--- src/rtl/uart_rx_frame_ctrl.sv ---
// Frame controller on the pop side of the UART RX FIFO. It hunts for SYNC, then
// parses LEN, the payload and an XOR check byte, and hands good frames over valid/ready.
module uart_rx_frame_ctrl #(
    parameter int          N           = 4,
    parameter int          MAX_LEN     = 16,
    parameter logic [7:0]  SYNC        = 8'hA5,
    parameter int          TIMEOUT_CYC = 50000,
    localparam int         PW          = $clog2(N + 1)
) (
    input  logic                      clk,
    input  logic                      rstn,
    input  logic [N-1:0][7:0]         fifo_data,
    input  logic [PW-1:0]             fifo_can_pop,
    output logic [PW-1:0]             fifo_pop,
    output logic [MAX_LEN-1:0][7:0]   frame_data,
    output logic [7:0]                frame_len,
    output logic                      frame_valid,
    input  logic                      frame_ready,
    output logic                      err_chk,
    output logic                      err_len,
    output logic                      err_timeout,
    output logic [15:0]               frame_cnt,
    output logic [15:0]               err_cnt,
    output logic [2:0]                o_dbg_state
);

    localparam int TW = $clog2(TIMEOUT_CYC + 1);

    typedef enum logic [2:0] {S_HUNT, S_LEN, S_PAY, S_CHK, S_HOLD} state_t;

    state_t                   r_state;
    state_t                   w_next;
    logic [7:0]               r_rem;
    logic [7:0]               r_idx;
    logic [7:0]               r_acc;
    logic [7:0]               r_len;
    logic [TW-1:0]            r_tmo;
    logic [MAX_LEN-1:0][7:0]  r_frame_data;
    logic [7:0]               r_frame_len;
    logic                     r_frame_valid;
    logic                     r_err_chk;
    logic                     r_err_len;
    logic                     r_err_tmo;
    logic [15:0]              r_frame_cnt;
    logic [15:0]              r_err_cnt;

    logic [PW-1:0]            w_rem_c;
    logic [PW-1:0]            w_k;
    logic [PW-1:0]            w_pop;
    logic                     w_active;
    logic                     w_tmo_hit;
    logic                     w_len_err;
    logic                     w_chk_ok;
    logic                     w_chk_err;
    logic [7:0]               w_xor;
    logic [MAX_LEN-1:0]       w_wr_en;
    logic [MAX_LEN-1:0][7:0]  w_wr_byte;

    always_ff @(posedge clk or negedge rstn) begin
        if (!rstn) r_state <= S_HUNT;
        else       r_state <= w_next;
    end

    always_comb begin
        w_next = r_state;
        case (r_state)
            S_HUNT: if (w_pop != '0 && fifo_data[0] == SYNC) w_next = S_LEN;
            S_LEN: begin
                if (w_pop != '0) w_next = w_len_err ? S_HUNT : S_PAY;
                else if (w_tmo_hit) w_next = S_HUNT;
            end
            S_PAY: begin
                if (w_pop != '0 && 8'(w_pop) == r_rem) w_next = S_CHK;
                else if (w_tmo_hit) w_next = S_HUNT;
            end
            S_CHK: begin
                if (w_chk_ok) w_next = S_HOLD;
                else if (w_chk_err || w_tmo_hit) w_next = S_HUNT;
            end
            S_HOLD: if (r_frame_valid && frame_ready) w_next = S_HUNT;
            default: w_next = S_HUNT;
        endcase
    end

    // Pop count and the per-cycle decisions; the payload pop is min(can_pop, rem, N).
    always_comb begin
        w_rem_c = (r_rem > 8'(N)) ? PW'(N) : r_rem[PW-1:0];
        w_k     = fifo_can_pop;
        if (w_k > PW'(N)) w_k = PW'(N);
        if (w_k > w_rem_c) w_k = w_rem_c;
        w_pop = '0;
        case (r_state)
            S_HUNT, S_LEN, S_CHK: w_pop = (fifo_can_pop != '0) ? PW'(1) : '0;
            S_PAY:                w_pop = w_k;
            default:              w_pop = '0;
        endcase
        if (!rstn) w_pop = '0;
        w_active  = (r_state == S_LEN) || (r_state == S_PAY) || (r_state == S_CHK);
        w_tmo_hit = w_active && (w_pop == '0) && (r_tmo == TW'(TIMEOUT_CYC - 1));
        w_len_err = (r_state == S_LEN) && (w_pop != '0) &&
                    ((fifo_data[0] == 8'h00) || (fifo_data[0] > 8'(MAX_LEN)));
        w_chk_ok  = (r_state == S_CHK) && (w_pop != '0) && (fifo_data[0] == r_acc);
        w_chk_err = (r_state == S_CHK) && (w_pop != '0) && (fifo_data[0] != r_acc);
        w_xor     = '0;
        w_wr_en   = '0;
        w_wr_byte = '0;
        if (r_state == S_PAY) begin
            for (int i = 0; i < N; i++) begin
                if (PW'(i) < w_pop) begin
                    w_xor = w_xor ^ fifo_data[i];
                    for (int j = 0; j < MAX_LEN; j++) begin
                        if (int'(r_idx) + i == j) begin
                            w_wr_en[j]   = 1'b1;
                            w_wr_byte[j] = fifo_data[i];
                        end
                    end
                end
            end
        end
    end

    always_ff @(posedge clk or negedge rstn) begin
        if (!rstn) begin
            r_rem         <= '0;
            r_idx         <= '0;
            r_acc         <= '0;
            r_len         <= '0;
            r_tmo         <= '0;
            r_frame_data  <= '0;
            r_frame_len   <= '0;
            r_frame_valid <= 1'b0;
            r_err_chk     <= 1'b0;
            r_err_len     <= 1'b0;
            r_err_tmo     <= 1'b0;
            r_frame_cnt   <= '0;
            r_err_cnt     <= '0;
        end else begin
            r_err_chk <= w_chk_err;
            r_err_len <= w_len_err;
            r_err_tmo <= w_tmo_hit;
            if ((w_chk_err || w_len_err || w_tmo_hit) && r_err_cnt != 16'hFFFF)
                r_err_cnt <= r_err_cnt + 16'd1;
            if (w_active && w_pop == '0 && !w_tmo_hit) r_tmo <= r_tmo + TW'(1);
            else                                      r_tmo <= '0;
            if (r_state == S_LEN && w_pop != '0 && !w_len_err) begin
                r_rem <= fifo_data[0];
                r_idx <= '0;
                r_acc <= fifo_data[0];
                r_len <= fifo_data[0];
            end
            if (r_state == S_PAY && w_pop != '0) begin
                r_acc <= r_acc ^ w_xor;
                r_rem <= r_rem - 8'(w_pop);
                r_idx <= r_idx + 8'(w_pop);
            end
            for (int j = 0; j < MAX_LEN; j++)
                if (w_wr_en[j]) r_frame_data[j] <= w_wr_byte[j];
            if (w_chk_ok) begin
                r_frame_len   <= r_len;
                r_frame_valid <= 1'b1;
                if (r_frame_cnt != 16'hFFFF) r_frame_cnt <= r_frame_cnt + 16'd1;
            end
            if (r_state == S_HOLD && r_frame_valid && frame_ready) r_frame_valid <= 1'b0;
        end
    end

    assign fifo_pop    = w_pop;
    assign frame_data  = r_frame_data;
    assign frame_len   = r_frame_len;
    assign frame_valid = r_frame_valid;
    assign err_chk     = r_err_chk;
    assign err_len     = r_err_len;
    assign err_timeout = r_err_tmo;
    assign frame_cnt   = r_frame_cnt;
    assign err_cnt     = r_err_cnt;
    assign o_dbg_state = r_state;

endmodule

--- config.mk ---
export PLATFORM = sky130hd
export DESIGN_NAME = uart_rx_frame_ctrl
export DESIGN_NICKNAME = d
export VERILOG_FILES = /design/src/rtl/uart_rx_frame_ctrl.sv
export SDC_FILE = /design/constraint.sdc
export NUM_CORES = 1
export LEC_CHECK = 0
export ABC_AREA = 1
export BUFFER_PORTS_ARGS = -buffer_cell sky130_fd_sc_hd__buf_2
export CAP_MARGIN = 20
export CORE_ASPECT_RATIO = 1.4
export CORE_MARGIN = 3
export CORE_UTILIZATION = 30
export CTS_CLUSTER_DIAMETER = 30
export DETAILED_ROUTE_END_ITERATION = 8
export PLACE_DENSITY = 0.52
export SLEW_MARGIN = 10
export SYNTH_ARGS = -nofsm -noshare
export SYNTH_HDL_FRONTEND = slang
export SYNTH_SLANG_ARGS = --single-unit
--- constraint.sdc ---
create_clock -name clk -period 2.71 [get_ports clk]
set_input_delay 0.4065 -clock clk [delete_from_list [all_inputs] [get_ports clk]]
set_output_delay 0.4065 -clock clk [all_outputs]
set_load 0.1 [all_outputs]
Word level (Yosys, flattened, before mapping)
Index checks and enable logic that the tools add are counted.
{ "word_totals": {"regBits": 223, "input_bits": 38, "out_inout_bits": 178, "wordCells": 330} }
{ "classes": {"addsub": 8, "n_lt_le_gt_ge": 8, "eq_ne": 74, "muxes": 169, "n_bitwise": 4, "n_reduce_logical": 38} }
{ "op_table": {"columns": ["operator", "count"], "rows": [
  ["equality test 32 x 5 -> 1 bit (second input constant)", 21],
  ["2-to-1 mux 128 bit", 5],
  ["2-to-1 mux 8 bit", 77],
  ["equality test 32 x 4 -> 1 bit (second input constant)", 12],
  ["equality test 32 x 3 -> 1 bit (second input constant)", 6],
  ["zero test 32 bit", 4],
  ["equality test 32 x 2 -> 1 bit (second input constant)", 3],
  ["2-to-1 mux 16 bit", 6],
  ["2-to-1 mux 1 bit", 67],
  ["equality test 8 x 5 -> 1 bit (second input constant)", 8],
  ["adder 16 x 1 -> 16 bit (second input constant)", 3],
  ["2-to-1 mux 3 bit", 11],
  ["equality test 8 x 4 -> 1 bit (second input constant)", 4],
  ["inequality test 16 bit (second input constant)", 2],
  ["XOR 8 bit", 4],
  ["equality test 9 x 4 -> 1 bit (second input constant)", 3],
  ["adder 8 x 2 -> 9 bit (second input constant)", 2],
  ["equality test 16 bit (second input constant)", 1],
  ["equality test 8 x 3 -> 1 bit (second input constant)", 2],
  ["logical AND 1 bit", 16],
  ["one-hot mux 3 bit (5 select lines)", 1],
  ["adder 8 x 1 -> 9 bit (second input constant)", 1],
  ["adder 8 x 3 -> 8 bit", 1],
  ["equality test 3 x 8 -> 1 bit", 1],
  ["other kinds (27)", 40]
]} }

Depth between registers and ports, before layout
Gate-level depths: netlist (run 1).
{ "logic_depth": {"depth_word": 20, "mapped_depth": 23, "depth_no_buf": 22} }

Worst setup path before layout (run 1)
No wires, ideal clock.
{ "synth_timing": {"kind": "flip-flop to flip-flop", "start": "register r_state[1] (netlist: o_dbg_state[1])", "end": "register r_idx[7]", "setup_ns": 0.134, "arrival_time_ns": 3.470, "required_time_ns": 2.576, "slack_ns": -0.894, "path_stages_with_launch": 12, "n_path_buf": 0, "period_less_slack_ns": 3.604, "path_cell_list": "dfrtp_1 nand2_1 nor2_2 nand2_1 nor2_2 ha_1 a21oi_1 and2_0 inv_1 nand2_1 xor2_1 o22ai_1"} }
{ "synth_between": {"elab_chain_cells": 10, "word_cells_on_any_way": 16, "cone_classes": "1 x add/sub; 3 x eq/ne; 3 x mux; 9 x reduce/logical"} }
{ "synth_rtl": {"columns": ["item", "line", "rtl"], "rows": [
  ["from (decl)", "31", "state_t r_state;"],
  ["from (signal assigned)", "61", "else r_state <= w_next;"],
  ["equality test 3 x 2 -> 1 bit (tied with other cells)", "92", "case (r_state)"],
  ["OR reduction 3 bit", "92", null],
  ["one-hot mux 3 bit (2 select lines) (*)", "92", null],
  ["2-to-1 mux 3 bit (*)", "97", "if (!rstn) w_pop = '0;"],
  ["via fifo_pop[2]", "14", "output logic [PW-1:0] fifo_pop,"],
  ["parallel branches: the longest is 6 deep, another holds adder 8 x 3 -> 8 bit", null, null],
  ["to (signal assigned)", "154", "r_idx <= r_idx + 8'(w_pop);"],
  ["to (decl)", "34", "logic [7:0] r_idx;"]
]} }
Mark *: on every way through the listed nets, which the timed path passes.
A chain may end at the register's enable or synchronous reset.

Final worst setup path (run 1)
{ "layout_timing": {"start": "register r_rem[4]", "end": "output port fifo_pop[1]"} }
{ "layout_between": {"elab_chain_cells": 6} }
{ "layout_rtl": {"columns": ["item", "line", "rtl"], "rows": [
  ["from (decl)", "33", "logic [7:0] r_rem;"],
  ["from (signal assigned)", "146", "r_rem <= fifo_data[0];"],
  ["from (signal assigned)", "153", "r_rem <= r_rem - 8'(w_pop);"],
  ["> comparator 8 x 3 -> 1 bit (*)", "87", "w_rem_c = (r_rem > 8'(N)) ? PW'(N) : r_rem[PW-1:0];"],
  ["2-to-1 mux 3 bit (*)", "87", null],
  ["> comparator 3 bit", "90", "if (w_k > w_rem_c) w_k = w_rem_c;"],
  ["2-to-1 mux 3 bit (*)", "90", null],
  ["one-hot mux 3 bit (2 select lines) (*)", "92", null],
  ["2-to-1 mux 3 bit (*)", "97", null],
  ["to (decl)", "14", null]
]} }
Mark *: on every way between the ends. The rest lies on a longest branch, timed or not.

==> impl_metrics.csv, run 1 <==
group,metric,value,unit
power_and_ir_drop,p_per_area,512,nW/um^2
critical_path,end_kind,"primary output",
critical_path,critical_path.top_delay_family,"simple AND/OR/NAND/NOR gates",
timing,finalCritPeriodShare,1.14,
critical_path,crit_chain,"nor2_2, nand3_2, inv_2, nand2_2, ha_4, nand2_4, nor2_4, nor2_4, nor2_4, nand2_2, nand3_4, buf_6, clkinvlp_4, buf_6, buf_12",
route,viasPerCell,5.10,
critical_path,crit_buf_inv,5,
cts,htreeDepth,2,
timing,skew,0.0395,ns
global_route,grt_pass1_vias,19139,
critical_path,slowest_delay,0.38,ns
power_and_ir_drop,p_leak,13.3,nW
critical_path,path_common_cell,"nor2_4",
cts,cts_tree,"done",
yosys,synth_top_area_share,0.342,
placed_design,dp_hpwl,58.1,mm
floorplanning,die_x,203,um
timing,period_needed,3.08,ns
cells_and_area,fin_util,0.475,
run_status,status,"complete, but fails checks",
floorplanning,pin_count,216,
yosys,synth_top_cells_by_count,"nand2_1, nor2_1, nand3_1, dfrtp_1, inv_1",
route,drt_iter0_drc,1745,
timing,setup_ws,-0.367,ns
cells_and_area,area_growth,55.8,%
yosys,synthArstFlopShare,1.00,
global_route,grt_pass1_wl,115,mm
route,drc,0,
cts,numCtsBuffers,55,
timing,finalSetupViolations,193,
route,ant_nets,0,
yosys,synth_cell_types,58,
yosys,synth_fp_nets,2581,
yosys,yosysMostFrequentCell,"nand2_1",
power_and_ir_drop,vdd_ir_drop_max,470,uV
cts,cts_sinks,223,
run_status,violations,"setup timing",
worst_hold_path,min_path_type,"primary input to flop",
cts,clk_path_buf_depth,3,
cells_and_area,final_cells,3849,
critical_path,start_kind,"flop",
critical_path,crit_start,"r_rem[4]$_DFFE_PN0P_",
timing,hold_ws,0.0973,ns
cells_and_area,fillers,5463,
yosys,yosys_warnings,0,
timing,slew_viol_final,0,
cells_and_area,fin_area,25400,um^2
yosys,synthFlopType,"dfrtp_1",
placed_design,place.gp.congestion,1.02,
cells_and_area,fin_nets,3144,
placed_design,dpl_worst_slack,-0.629,ns
placed_design,port_buffers,215,
critical_path,critPathKind,"flop to primary output",
global_route,antenna_found_initial,2,
timing,relSlewSlack,0.285,
timing,tns,-44.42,ns
cells_and_area,drive_gt1_frac,0.377,
yosys,synth-seq-cells,223,
timing,worst_pin_slew,1.06,ns
timing,hold_viol_final,0,
placed_design,dpl-instance-area,20600,um^2
critical_path,path_max_fanout,4,
cts,clkTransAtPathRegs,0.05,ns
yosys,avgSynthCellArea,6.46,um^2
critical_path,cp.arrival,2.67,ns
global_route,grtUsageTotal,0.262,
floorplanning,fp-row-count,100,
route,wire_per_inst,20.6,um
route,vias,19648,
placed_design,dp.cells,3669,
critical_path,cp_slowest_cell,"dfrtp_1",
cts,worst_skew_pair.late_latency,0.61,ns
cts,clockRootBuffer,"clkbuf_16",
yosys,synth-seq-area-share,0.342,
floorplanning,coreArea,53600,um^2
floorplanning,start_util,0.305,
yosys,synth_area_leaders,"dfrtp_1, nand2_1, nand3_1, nor2_1, inv_1",
floorplanning,die_area,57300,um^2
critical_path,crit_required,2.30,ns
route,wirelength,79.2,mm
global_route,grt_max_degree,130,
yosys,synth_top_area_cell,"dfrtp_1",
critical_path,r2r-start,"r_rem[4]$_DFFE_PN0P_",
flow_run,max-cap-violations,0,
floorplanning,chipHeight,282,um
route,first_pass_iters,6,
global_route,grt_overflow,0,
worst_hold_path,min_from,"frame_ready",
power_and_ir_drop,p_total,13.0,mW
yosys,synth_edf_count,0,
timing,fmax,0.325,GHz
timing,grt_setup_unrepaired,"true",
yosys,syn_inst,2527,
yosys,syn-cell-area,16300,um^2
## what timing repair did
action,CTS,global route
pin swaps,50,138
hold endpoints to repair,38,0
buffers inserted,25,41
gates resized for setup,172,412
hold buffers,1,0
setup endpoints to repair,221,225
cloned,6,10
## report_power, final
| group | internal, mW | total, mW | switching [mW] |
|---|---|---|---|
| Clock | 4.56 | 6.84 | 2.28 |
| Sequential | 3.44 | 3.56 | 0.117 |
| Combinational | 0.840 | 2.63 | 1.79 |
## routing by layer
| metal | wire (um) | vias up | track usage |
|---|---|---|---|
| li1 | - | 9233 | - |
| met1 | 29600 | 9232 | 0.301 |
| met2 | 38900 | 887 | 0.466 |
| met3 | 5390 | 294 | 0.0440 |
| met4 | 5410 | 2 | 0.139 |
| met5 | 13 | - | 0 |
## flip-flops by register name, indices dropped and copies added, names as in the netlist
register / count
err_timeout: 1
r_idx: 8
err_cnt: 16
frame_data: 128
r_tmo: 16
r_rem: 8
err_chk: 1
r_len: 8
r_acc: 8
frame_valid: 1
err_len: 1
frame_cnt: 16
o_dbg_state: 3
frame_len: 8
## layout make-up
cell class | count | area (um^2) | area share
diodes | 1 | 2.50 | 0.0000984
clock buffers | 62 | 1440 | 0.0567
clock inverters | 39 | 507 | 0.0199
inverters | 231 | 983 | 0.0387
multi-input cells | 2002 | 11400 | 0.449
flip-flops and latches | 223 | 5580 | 0.219
well taps | 714 | 893 | 0.0351
repair buffers | 574 | 4560 | 0.179
repair inverters | 3 | 41.3 | 0.00162
## logic make-up (layout without fill, tap and decap cells)
group,Yosys count,count (layout),synth area share
buffers and inverters,309,909,0.0786
XOR/XNOR,72,72,0.0386
adder cells (fa/ha/maj),16,16,0.0132
AND/OR/NAND/NOR,1681,1686,0.446
AO/OA/AOI/OAI,226,228,0.0815
other,0,1,0
flip-flops,223,223,0.342
## worst min-delay path: stages
cell	delay [ns]
buf_2	0.07
inv_1	0.04
nor2_1	0.09
a21oi_1	0.05
## path summary, 6_finish.rpt
kind	endpoint	slack, ns	cells after the start
max	fifo_pop[1]	-0.37	15
min in group asynchronous	frame_data[19]$_DFFE_PN0P_	0.50	3
min reg2reg	frame_data[55]$_DFFE_PN0P_	0.46	2
max in group asynchronous	frame_data[71]$_DFFE_PN0P_	1.04	4
max reg2reg	frame_data[46]$_DFFE_PN0P_	-0.35	25
min	frame_valid$_DFFE_PN0P_	0.1	4
## cell usage in the layout (no fill, tap or decap), types with 10 or more instances in the layout
cell type / count
nand2_1: 871
buf_4: 269
nor2_1: 228
dfrtp_1: 221
buf_2: 211
nand3_1: 179
inv_1: 153
nand2_2: 83
clkbuf_16: 60
nand3_2: 58
nor2_2: 55
nor2_4: 52
inv_2: 50
xor2_1: 45
buf_6: 42
nand2_4: 40
a21oi_1: 40
o211ai_1: 39
a21oi_2: 38
buf_12: 35
nand4_1: 31
o21ai_0: 30
xnor2_1: 27
o21ai_1: 24
nor3_1: 22
o21ai_2: 17
nand3_4: 16
o22ai_1: 14
inv_4: 13
inv_6: 13
clkinv_4: 12
nand2_8: 11
nor3_4: 10
buf_8: 10
Note: power is estimated with default switching activity, not from simulation.
==> run 2: changes to the inputs <==
- CELL_PAD_IN_SITES_DETAIL_PLACEMENT: not set -> 2
- CELL_PAD_IN_SITES_GLOBAL_PLACEMENT: not set -> 2
- CTS_BUF_LIST: not set -> sky130_fd_sc_hd__clkbuf_4 sky130_fd_sc_hd__clkbuf_8
- PLACE_DENSITY: 0.52 -> 0.83
==> run 2 against run 1 <==
Against the previous run:
- the flow still finishes with violations (setup timing)
- wire length up 66%
- maximum frequency decreased by 17%
- clock skew down 0.0047 ns
- global-route usage is 11 points higher
- cell area decreased by 1.4%
- register-to-register slack got worse by 0.63 ns
- worst hold slack gained 0.017 ns
- utilization shrank 0.66 points
- final cell count is 0.81% higher
- worst setup slack worse by 0.61 ns
- clock-buffer cell count increased by 13
- highest routed layer is now met4
==> impl_metrics.csv, run 2 (synthesis results as in run 1) <==
group,metric,value,unit
run_status,status,"complete, but fails checks",
run_status,violations,"setup timing",
cts,numCtsBuffers,57,
global_route,grt_pass1_wl,160,mm
cells_and_area,fin_nets,3170,
cells_and_area,largest_register_ffs,128,
cts,clockRootBuffer,"clkbuf_8",
timing,hold_ws,0.114,ns
cells_and_area,final_cells,3880,
timing,period_needed,3.69,ns
route,drc,0,
floorplanning,fp-row-count,100,
critical_path,end_kind,"flop",
cts,cts_tree,"done",
route,wire_per_inst,33.9,um
placed_design,dp_hpwl,71.4,mm
timing,skew,0.0348,ns
placed_design,dpl-instance-area,20600,um^2
power_and_ir_drop,p_total,12.4,mW
route,vias,23220,
cells_and_area,area_growth,53.7,%
cts,clkTransAtPathRegs,0.06,ns
floorplanning,die_x,203,um
global_route,grtUsageTotal,0.369,
cts,clk_path_buf_depth,3,
worst_hold_path,min_path_type,"primary input to flop",
cts,worst_skew_pair.late_latency,0.75,ns
floorplanning,die_area,57300,um^2
route,drt_iter0_drc,1832,
global_route,grt_max_degree,74,
timing,setup_ws,-0.980,ns
critical_path,slowest_delay,0.43,ns
critical_path,start_kind,"flop",
timing,finalSetupViolations,226,
timing,tns,-157.09,ns
floorplanning,coreArea,53600,um^2
cts,cts_sinks,223,
timing,worst_pin_slew,1.08,ns
critical_path,crit_chain,"nor2_4, nand3_4, inv_4, nand2_4, ha_4, buf_6, nand3_4, inv_2, nor2_4, buf_4, nand2_4, nand3_4, nand2_8, buf_12, nand2_8, buf_12, nor2_8, nand2_4, nand4_1, nand2_2, inv_4, nor2_2, nor2_1",
route,ant_nets,0,
floorplanning,chipHeight,282,um
critical_path,critPathKind,"flop to flop",
global_route,antenna_found_initial,3,
flow_run,max-cap-violations,0,
timing,relSlewSlack,0.274,
cts,htreeDepth,2,
critical_path,crit_required,3.29,ns
power_and_ir_drop,p_per_area,492,nW/um^2
placed_design,port_buffers,215,
timing,fmax,0.271,GHz
route,wirelength,131,mm
route,viasPerCell,5.98,
cells_and_area,drive_gt1_frac,0.388,
timing,hold_viol_final,0,
timing,grt_setup_unrepaired,"true",
placed_design,dpl_worst_slack,-0.740,ns
cells_and_area,fin_area,25100,um^2
placed_design,dp.cells,3675,
floorplanning,pin_count,216,
cells_and_area,fillers,6158,
critical_path,path_max_fanout,7,
global_route,grt_overflow,0,
cells_and_area,final_cell_mix,"nand2_1, buf_4, dfrtp_1",
placed_design,place.gp.congestion,1.01,
cells_and_area,final_common_cell,"nand2_1",
global_route,grt_pass1_vias,24772,
floorplanning,start_util,0.305,
critical_path,reg2reg_setup_slack,-0.98,ns
route,first_pass_iters,6,
critical_path,cp_slowest_cell,"dfrtp_1",
cells_and_area,fin_util,0.468,
critical_path,cp.arrival,4.27,ns
timing,finalCritPeriodShare,1.36,
timing,slew_viol_final,0,
power_and_ir_drop,p_leak,13.0,nW
power_and_ir_drop,vdd_ir_drop_max,614,uV
==> run 2: cell types whose count changed in the layout (fill, tap and decap cells not counted), moves of 12 or more <==
| cell | delta |
|---|---|
| clkbuf_8 | +63 |
| buf_4 | +13 |
| clkbuf_16 | -59 |
| nor2_2 | +14 |
| nor2_1 | -15 |
| nand3_2 | -19 |
| buf_6 | +26 |
| nand3_1 | +18 |
| nand2_1 | -12 |
| nand2_2 | +12 |
==> run 2: per-layer routing <==
layer  GRT usage  share of wire  vias up
met5           0              0        -
li1            -              -     9257
met2       0.662           0.48     1526
met4       0.306           0.12        0
met3      0.0738          0.083      893
met1       0.369           0.32    11544
==> run 2: path summary, 6_finish.rpt <==
check / start / end / depth (start not counted)
setup / recovery: r_rem[7]$_DFFE_PN0P_ / frame_data[26]$_DFFE_PN0P_ / 23
hold / removal: fifo_data[23] / frame_data[95]$_DFFE_PN0P_ / 5
setup reg to reg: r_rem[7]$_DFFE_PN0P_ / frame_data[26]$_DFFE_PN0P_ / 23
hold reg to reg: frame_data[57]$_DFFE_PN0P_ / frame_data[57]$_DFFE_PN0P_ / 2
max in group asynchronous: rstn / o_dbg_state[0]$_DFFE_PN0P_ / 4
min in group asynchronous: rstn / frame_data[74]$_DFFE_PN0P_ / 3
==> run 2: layout make-up <==
type	count	area [um^2]	area share
timing repair inverter	2	15.0	0.000599
sequential	223	5580	0.223
inverter	231	981	0.0391
tap	714	893	0.0356
antenna	2	5.00	0.000200
multi-input combinational	1999	11500	0.457
timing repair buffer	602	4680	0.187
clock buffer	75	982	0.0392
clock inverter	32	479	0.0191
==> run 2: repair_timing <==
item,CTS,global route
gates cloned,3,7
endpoints found under the setup margin,226,226
resized for setup,276,324
hold buffers,2,0
pin swaps,75,109
endpoints found under the hold margin,24,0
setup buffers,42,47
==> run 2: where the power goes <==
part | switching (mW) | internal [mW]
Sequential | 0.176 | 3.43
Clock | 2.30 | 3.39
Combinational | 2.25 | 0.804
Total | 4.73 | 7.62
==> run 2: worst max-delay path: cells and delay by family (launching register included) <==
kind | cells | cell delay, ns
AND/OR/NAND/NOR | 15 | 1.94
adder cells (fa/ha/maj) | 1 | 0.30
buffers and inverters | 7 | 0.85
flip-flops | 1 | 0.43
